## src/rtl/shift_register_rx.sv

```systemverilog
// UART 8N1 receiver: 16x oversampled, midpoint sampling, pushes bytes to RX FIFO.
// Flags bad stop bits and FIFO overrun; dropped bytes leave din unchanged.
module shift_register_rx #(
  parameter int CLK_FREQ   = 100_000_000,
  parameter int BAUD_RATE  = 19200,
  parameter int OVERSAMPLE = 16
) (
  input  logic       clk,
  input  logic       rst,
  input  logic       rx_pin,
  input  logic       fifo_full,
  output logic [7:0] din,
  output logic       write_enable,
  output logic       framing_error,
  output logic       overrun_error,
  output logic       rx_busy
);

  localparam int DIV = CLK_FREQ / (BAUD_RATE * OVERSAMPLE);
  localparam logic [15:0] DIV_M1 = 16'(DIV - 1);

  if (DIV < 2) begin : g_bad_div
    $error("shift_register_rx: DIV must be >= 2");
  end

  localparam logic [2:0] IDLE      = 3'd0;
  localparam logic [2:0] START     = 3'd1;
  localparam logic [2:0] DATA      = 3'd2;
  localparam logic [2:0] STOP      = 3'd3;
  localparam logic [2:0] WAIT_HIGH = 3'd4;

  logic       s1_q, s2_q;
  logic       rx_s;
  logic [15:0] div_q, div_d;
  logic       os_tick;
  logic [2:0] state_q, state_d;
  logic [3:0] s_cnt_q, s_cnt_d;
  logic [2:0] bit_cnt_q, bit_cnt_d;
  logic [7:0] sh_q, sh_d;
  logic [7:0] din_q, din_d;
  logic       we_q, we_d;
  logic       fe_q, fe_d;
  logic       oe_q, oe_d;

  assign rx_s    = s2_q;
  assign os_tick = (div_q == DIV_M1);

  always_comb begin
    state_d   = state_q;
    s_cnt_d   = s_cnt_q;
    bit_cnt_d = bit_cnt_q;
    sh_d      = sh_q;
    din_d     = din_q;
    we_d      = 1'b0;
    fe_d      = 1'b0;
    oe_d      = 1'b0;
    div_d     = os_tick ? 16'd0 : div_q + 16'd1;
    case (state_q)
      IDLE: begin
        if (!rx_s) begin
          // Align the tick phase to the start edge
          div_d   = 16'd0;
          s_cnt_d = 4'd0;
          state_d = START;
        end
      end
      START: begin
        if (os_tick) begin
          s_cnt_d = s_cnt_q + 4'd1;
          if (s_cnt_q == 4'd7) begin
            if (rx_s) begin
              state_d = IDLE;
            end else begin
              s_cnt_d   = 4'd0;
              bit_cnt_d = 3'd0;
              state_d   = DATA;
            end
          end
        end
      end
      DATA: begin
        if (os_tick) begin
          s_cnt_d = s_cnt_q + 4'd1;
          if (s_cnt_q == 4'd15) begin
            sh_d      = {rx_s, sh_q[7:1]};
            bit_cnt_d = bit_cnt_q + 3'd1;
            if (bit_cnt_q == 3'd7) state_d = STOP;
          end
        end
      end
      STOP: begin
        if (os_tick) begin
          s_cnt_d = s_cnt_q + 4'd1;
          if (s_cnt_q == 4'd15) begin
            if (!rx_s) begin
              fe_d    = 1'b1;
              state_d = WAIT_HIGH;
            end else if (fifo_full) begin
              oe_d    = 1'b1;
              state_d = IDLE;
            end else begin
              din_d   = sh_q;
              we_d    = 1'b1;
              state_d = IDLE;
            end
          end
        end
      end
      WAIT_HIGH: begin
        if (rx_s) state_d = IDLE;
      end
      default: state_d = IDLE;
    endcase
  end

  always_ff @(posedge clk) begin
    if (rst) begin
      s1_q      <= 1'b1;
      s2_q      <= 1'b1;
      div_q     <= '0;
      state_q   <= IDLE;
      s_cnt_q   <= '0;
      bit_cnt_q <= '0;
      sh_q      <= '0;
      din_q     <= '0;
      we_q      <= 1'b0;
      fe_q      <= 1'b0;
      oe_q      <= 1'b0;
    end else begin
      s1_q      <= rx_pin;
      s2_q      <= s1_q;
      div_q     <= div_d;
      state_q   <= state_d;
      s_cnt_q   <= s_cnt_d;
      bit_cnt_q <= bit_cnt_d;
      sh_q      <= sh_d;
      din_q     <= din_d;
      we_q      <= we_d;
      fe_q      <= fe_d;
      oe_q      <= oe_d;
    end
  end

  assign din           = din_q;
  assign write_enable  = we_q;
  assign framing_error = fe_q;
  assign overrun_error = oe_q;
  assign rx_busy       = (state_q != IDLE);

endmodule

```

## config.mk

```make
export PLATFORM = sky130hd
export DESIGN_NAME = shift_register_rx
export DESIGN_NICKNAME = d
export VERILOG_FILES = /design/src/rtl/shift_register_rx.sv
export SDC_FILE = /design/constraint.sdc
export NUM_CORES = 1
export LEC_CHECK = 0
export BUFFER_PORTS_ARGS = -buffer_cell sky130_fd_sc_hd__buf_2
export CAP_MARGIN = 25
export CORE_ASPECT_RATIO = 1.1
export CORE_MARGIN = 4
export CORE_UTILIZATION = 53
export DETAILED_ROUTE_END_ITERATION = 6
export GPL_TIMING_DRIVEN = 1
export PLACE_DENSITY_LB_ADDON = 0.2
export SETUP_SLACK_MARGIN = 0.05
export SLEW_MARGIN = 20
export SYNTH_ARGS = -nofsm -noshare
export SYNTH_HDL_FRONTEND = slang
export SYNTH_SLANG_ARGS = --single-unit
```

## constraint.sdc

```tcl
create_clock -name clk -period 1.8 [get_ports clk]
set_input_delay 0.27 -clock clk [delete_from_list [all_inputs] [get_ports clk]]
set_output_delay 0.27 -clock clk [all_outputs]
set_load 0.05 [all_outputs]
```

* After elaboration in Yosys (flattened, before gate mapping)
Index checks and enable logic that the tools add are counted.
** Cells by class
- Bitwise gates (word level) :: 5
- Multiply operators :: 0
- Equality and inequality tests :: 19
- Shift-type cells :: 0
- Order comparisons :: 0
- Mux-type cells :: 30
- Add/sub/neg operators :: 3
- Divide/modulo/power cells :: 0
- Reduce and logical (&&, ||, !) cells :: 12
** Operator list (count)
- 16-bit 2-to-1 mux :: 3
- 3-bit 2-to-1 mux :: 15
- 4-bit 2-to-1 mux :: 5
- 2-bit inequality test, second input constant :: 10
- 16-bit by 1-bit adder with 16-bit output, second input constant :: 1
- 16-bit by 9-bit == test with 1-bit output, second input constant :: 1
- 3-bit case mux with 5 select lines :: 1
- 4-bit case mux with 3 select lines :: 1
- 9-bit AND reduction :: 1
- 3-bit by 2-bit == test with 1-bit output, second input constant :: 2
- 3-bit == test, second input constant :: 2
- 3-bit case mux with 2 select lines :: 1
- 6-bit AND reduction :: 1
- 3-bit nonzero test :: 2
- 1-bit inverter :: 5
- 5-bit AND reduction :: 1
- 5-bit OR reduction :: 1
- 4-bit by 1-bit adder with 4-bit output, second input constant :: 1
- 4-bit by 3-bit == test with 1-bit output, second input constant :: 1
- 4-bit == test, second input constant :: 1
- 4-bit AND reduction :: 1
- 4-bit OR reduction :: 1
- 3-bit by 1-bit adder with 3-bit output, second input constant :: 1
- 3-bit by 1-bit == test with 1-bit output, second input constant :: 1
- other kinds (7) :: 9
** Word-level totals
- Memories :: 0
- Register bits after elaboration :: 47
- Bits of input ports :: 4
- Bits in writable memories :: 0
- Output and inout bits :: 12
- Bits in latches :: 0
- Bits in read-only memories :: 0
- Word-level logic and storage cells :: 80

* Longest topological paths before layout
- Word-level depth :: 5
- Depth in mapped cells :: 8
- Gate-level depth less buffers :: 7

* Least setup slack after synthesis
No wires, ideal clock.
- Path kind :: register -> register
- From :: register div_q[0]
- To :: register div_q[8]
- Stages on the path, launching flop included :: 9
- Data arrival time :: 1.683 ns
- Path buffers :: 2
- Path slack :: 0.055 ns
- Period minus slack after synthesis :: 1.745 ns
- Data required time :: 1.738 ns
- Library setup time :: 0.062 ns
- Cells stage by stage :: dfxtp_1 > inv_1 > ha_1 > nor4b_2 > and4_4 > or3_1 > buf_6 > buf_12 > nor2_4
** Between the ends
- Cells in the longest elaborated chain, start to end :: 4
- Elaborated cells between the ends (all ways) :: 5
- Those cells by class :: add/sub: 1; eq/ne: 1; mux: 3
** Ends and longest elaborated chain
- start, declared :: RTL line 34 : logic [15:0] div_q, div_d;
- start signal, assigned :: RTL line 132 : div_q <= div_d;
- 16-bit by 1-bit adder with 16-bit output or 16-bit by 9-bit == test with 1-bit output (tied branches) :: RTL line 57, 46
- 16-bit 2-to-1 mux (*) :: RTL line 57 : div_d = os_tick ? 16'd0 : div_q + 16'd1;
- 16-bit 2-to-1 mux :: RTL line 60 : if (!rx_s) begin
- 16-bit 2-to-1 mux (*) :: RTL line 58 : case (state_q)
Mark *: on every way between the ends. The rest lies on a longest branch, timed or not.
A chain may end at the register's enable or synchronous reset.

* Final worst setup path
- From :: register div_q[0]
- To :: register bit_cnt_q[0]
** Between the ends
- Cells in the longest elaborated chain, start to end :: 3
- Elaborated cells between the ends (all ways) :: 4
- Those cells by class :: eq/ne: 3; reduce/logical: 1
** Ends and longest elaborated chain
- 16-bit by 9-bit == test with 1-bit output (*) :: RTL line 46 : assign os_tick = (div_q == DIV_M1);
- 2-bit inequality test (no line)
- 6-bit AND reduction (no line) (*)
- end signal, assigned :: RTL line 135 : bit_cnt_q <= bit_cnt_d;
- end, declared :: RTL line 38 : logic [2:0] bit_cnt_q, bit_cnt_d;
Marks and branches as above.

==> impl_results.md <==
- Mapped Area: 2250 um^2
- Vias per Instance: 5.24
- Worst Reg-to-Reg Cells: 7
- Final setup violation count: 0
- DRC Markers: 0
- Vias: 1676
- Launching point of the worst reg2reg path: div_q[0]$_SDFF_PP0_
- DP Wirelength: 2.89 mm
- Async set-reset flop share out of synthesis: 0%
- Max transition margin: 75.6%
- Vias in the first global route: 1632
- Period utilization: 97.1%
- Synth warn: 0
- Clk_skew: 12.5 ps
- DRT iter0 DRCs: 111
- Setup CP Type: reg2reg
- Total power: 2140 uW
- R2R Setup Slk: 50 ps
- Full die area: 5360 um^2
- Die height: 76.4 um
- Most used DFF post-synth: dfxtp_1
- Worst-Margin Slew: 364 ps
- CTS hold repair buffers: 0
- Pre-antenna DRT Iters: 4
- CTS buffer count: 5
- CP Capture Type: flip-flop
- Max FO, Critical Path: 5
- Area leader, netlist: dfxtp_1
- Top-count cell post-synth: dfxtp_1
- Syn_nets: 244
- Detailed Route WL: 4.24 mm
- Required @ worst endpoint: 1990 ps
- Final instance area: 2690 um^2
- First-pass GRT wire length: 7.35 mm
- # rows: 24
- Setup slack after placement: 28.1 ps
- Post-DRT Antenna Nets: 0
- Layout Utilization: 66.8%
- Routed WL per cell: 13.2 um
- CP arrival: 1940 ps
- CTS clk-pin slew, worst paths: 80 ps
- Layout cells sized above 1: 28.7%
- Fin worst setup slack: 52.8 ps
- Final Critical Period: 1750 ps
- Core area: 4020 um^2
- Cell variety after synth: 54
- Maxcap violations: 0
- Boundary Pins: 16
- Setup crit end: bit_cnt_q[0]$_SDFFE_PP0P_
- Crit path from: div_q[0]$_SDFF_PP0_
- Final count of hold timing violations: 0
- H-tree depth: 2
- Post-Synthesis Cells: 235
- Clk root buf: clkbuf_8
- Initial antenna violation count: 0
- Die Wd: 70.2 um
- Sequential area share after synthesis: 41.7%
- Initial Util: 56.0%
- Final net count: 276
- FMAX: 0.572 GHz
- Placed Area: 2480 um^2
- CP Launch Type: flip-flop
- Number of synthesized flops with an enable pin: 0
- GRT Util Overall: 16.3%
- Hold WC Path Type: in2reg
- GPL Wtd Cong: 0.894
- Area Growth Syn to Fin: 19.1%
- Synth top area share: 41.7%
- Largest net degree at the start of global routing: 22
- Status: completed
- Leak: 0.00120 uW
- Clk Latency, worst-skew pair: 300 ps
- Clock buffer depth: 2
- RSZ-0062 raised after global routing: true
- Synthesized flop and latch total: 47
- PortBufs: 15
- Sink Count: 47
- FF-to-FF End: bit_cnt_q[0]$_SDFFE_PP0P_
- Max-slew violation count: 0
- Commonest cells in the synthesized netlist: 47 x dfxtp_1, 36 x nor2_1, 18 x mux2i_1
- Syn_area_per_cell: 9.59 um^2
- # diodes: 0
- CTS tree: built
- Max IR drop VDD: 0.000760 V
- Top cells by area, synth: dfxtp_1 42%, mux2i_1 8.0%, nor2_1 6.0%, nor2_4 4.0%, xor2_1 3.9%
- Power Dens Cells: 798 nW/um^2
- Grt ovf: 0
area by class of cell:
type,count,area (um^2)
clock buffer,5,68.8
clock inverter,3,67.6
fill,339,1340
inverter,6,22.5
multi-input combinational,170,1250
sequential,47,943
tap,52,65.1
timing repair buffer,37,268
sequential cells by signal, summed over array words and instances (netlist names):
register and flops:
div_q 16, din 8, sh_q 8, s_cnt_q 4, bit_cnt_q 3, state_q 3, framing_error 1, overrun_error 1
rx_s 1, s1_q 1, write_enable 1
critical path: stages, from the launching register on:
cell     delay, ps
dfxtp_1        330
inv_2           70
ha_4           120
nor4b_4        190
and4_4         310
nand2_4         70
nor3_4         230
mux2_4         320
worst min path at each step:
stage / from / endpoint / slack [ps] / depth (start not counted)
6_report: rx_pin / s1_q$_SDFF_PP1_ / 160 / 2
2_1_floorplan: rx_pin / s1_q$_SDFF_PP1_ / 370 / 1
3_5_place_dp: s1_q$_SDFF_PP1_ / rx_s$_SDFF_PP1_ / 390 / 1
5_1_grt: rx_pin / s1_q$_SDFF_PP1_ / 160 / 2
3_3_place_gp: s1_q$_SDFF_PP1_ / rx_s$_SDFF_PP1_ / 400 / 1
4_1_cts: rx_pin / s1_q$_SDFF_PP1_ / 160 / 2
cell families (layout without fill, tap and decap cells):
group | after synthesis | in the layout | synth area share (%)
xor gates and xnor gates | 16 | 16 | 6.22
AOI/OAI and AO/OA | 19 | 19 | 6.05
adders and majority gates | 5 | 5 | 2.77
DFF | 47 | 47 | 41.7
muxes | 19 | 19 | 8.49
and+or+nand+nor | 111 | 111 | 30.1
buffers and inverters | 18 | 51 | 4.61
layer usage:
metal	track usage, %	part of all wire [%]	vias up
met3	2.90	2.9	2
met4	5.94	0.45	0
met2	25.9	47	23
met5	0	0	-
met1	22.0	50	781
li1	-	-	870
through the flow:
stage,hold slack (ps),TNS (ps),cells
5_1_grt,161,-292,320
4_1_cts,158,0,320
6_report,161,0,320
2_1_floorplan,374,0,235
3_3_place_gp,396,0,310
3_5_place_dp,395,0,310
repair_timing:
item                                    4_1_cts  5_1_grt
pin swaps                                     1        8
setup buffers                                 2        0
endpoints found under the hold margin         0        0
gates resized for setup                       2       17
endpoints found under the setup margin       11       42
cell usage in the layout (no fill, tap or decap), types with 4 or more instances in the layout:
cell      Yosys  routed
ha_1          5       4
xor2_1       10      10
mux2i_1      18      18
buf_4         0      17
clkbuf_8      0       5
xnor2_1       6       6
buf_2         4      15
nor2_4        8       8
nor2_1       36      35
nand4_1       6       6
nand3_1       7       7
nand2_1      16      16
dfxtp_1      47      45
buf_6         2       4
report_power, final:
| group | switching (uW) | total [uW] | leakage, uW | internal [uW] |
|---|---|---|---|---|
| logic | 99.0 | 170 | 0.000755 | 71.2 |
| clock network | 354 | 908 | 0.0000644 | 554 |
| registers | 13.2 | 1060 | 0.000380 | 1050 |
No activity file was read; power rests on OpenSTA's default activity.
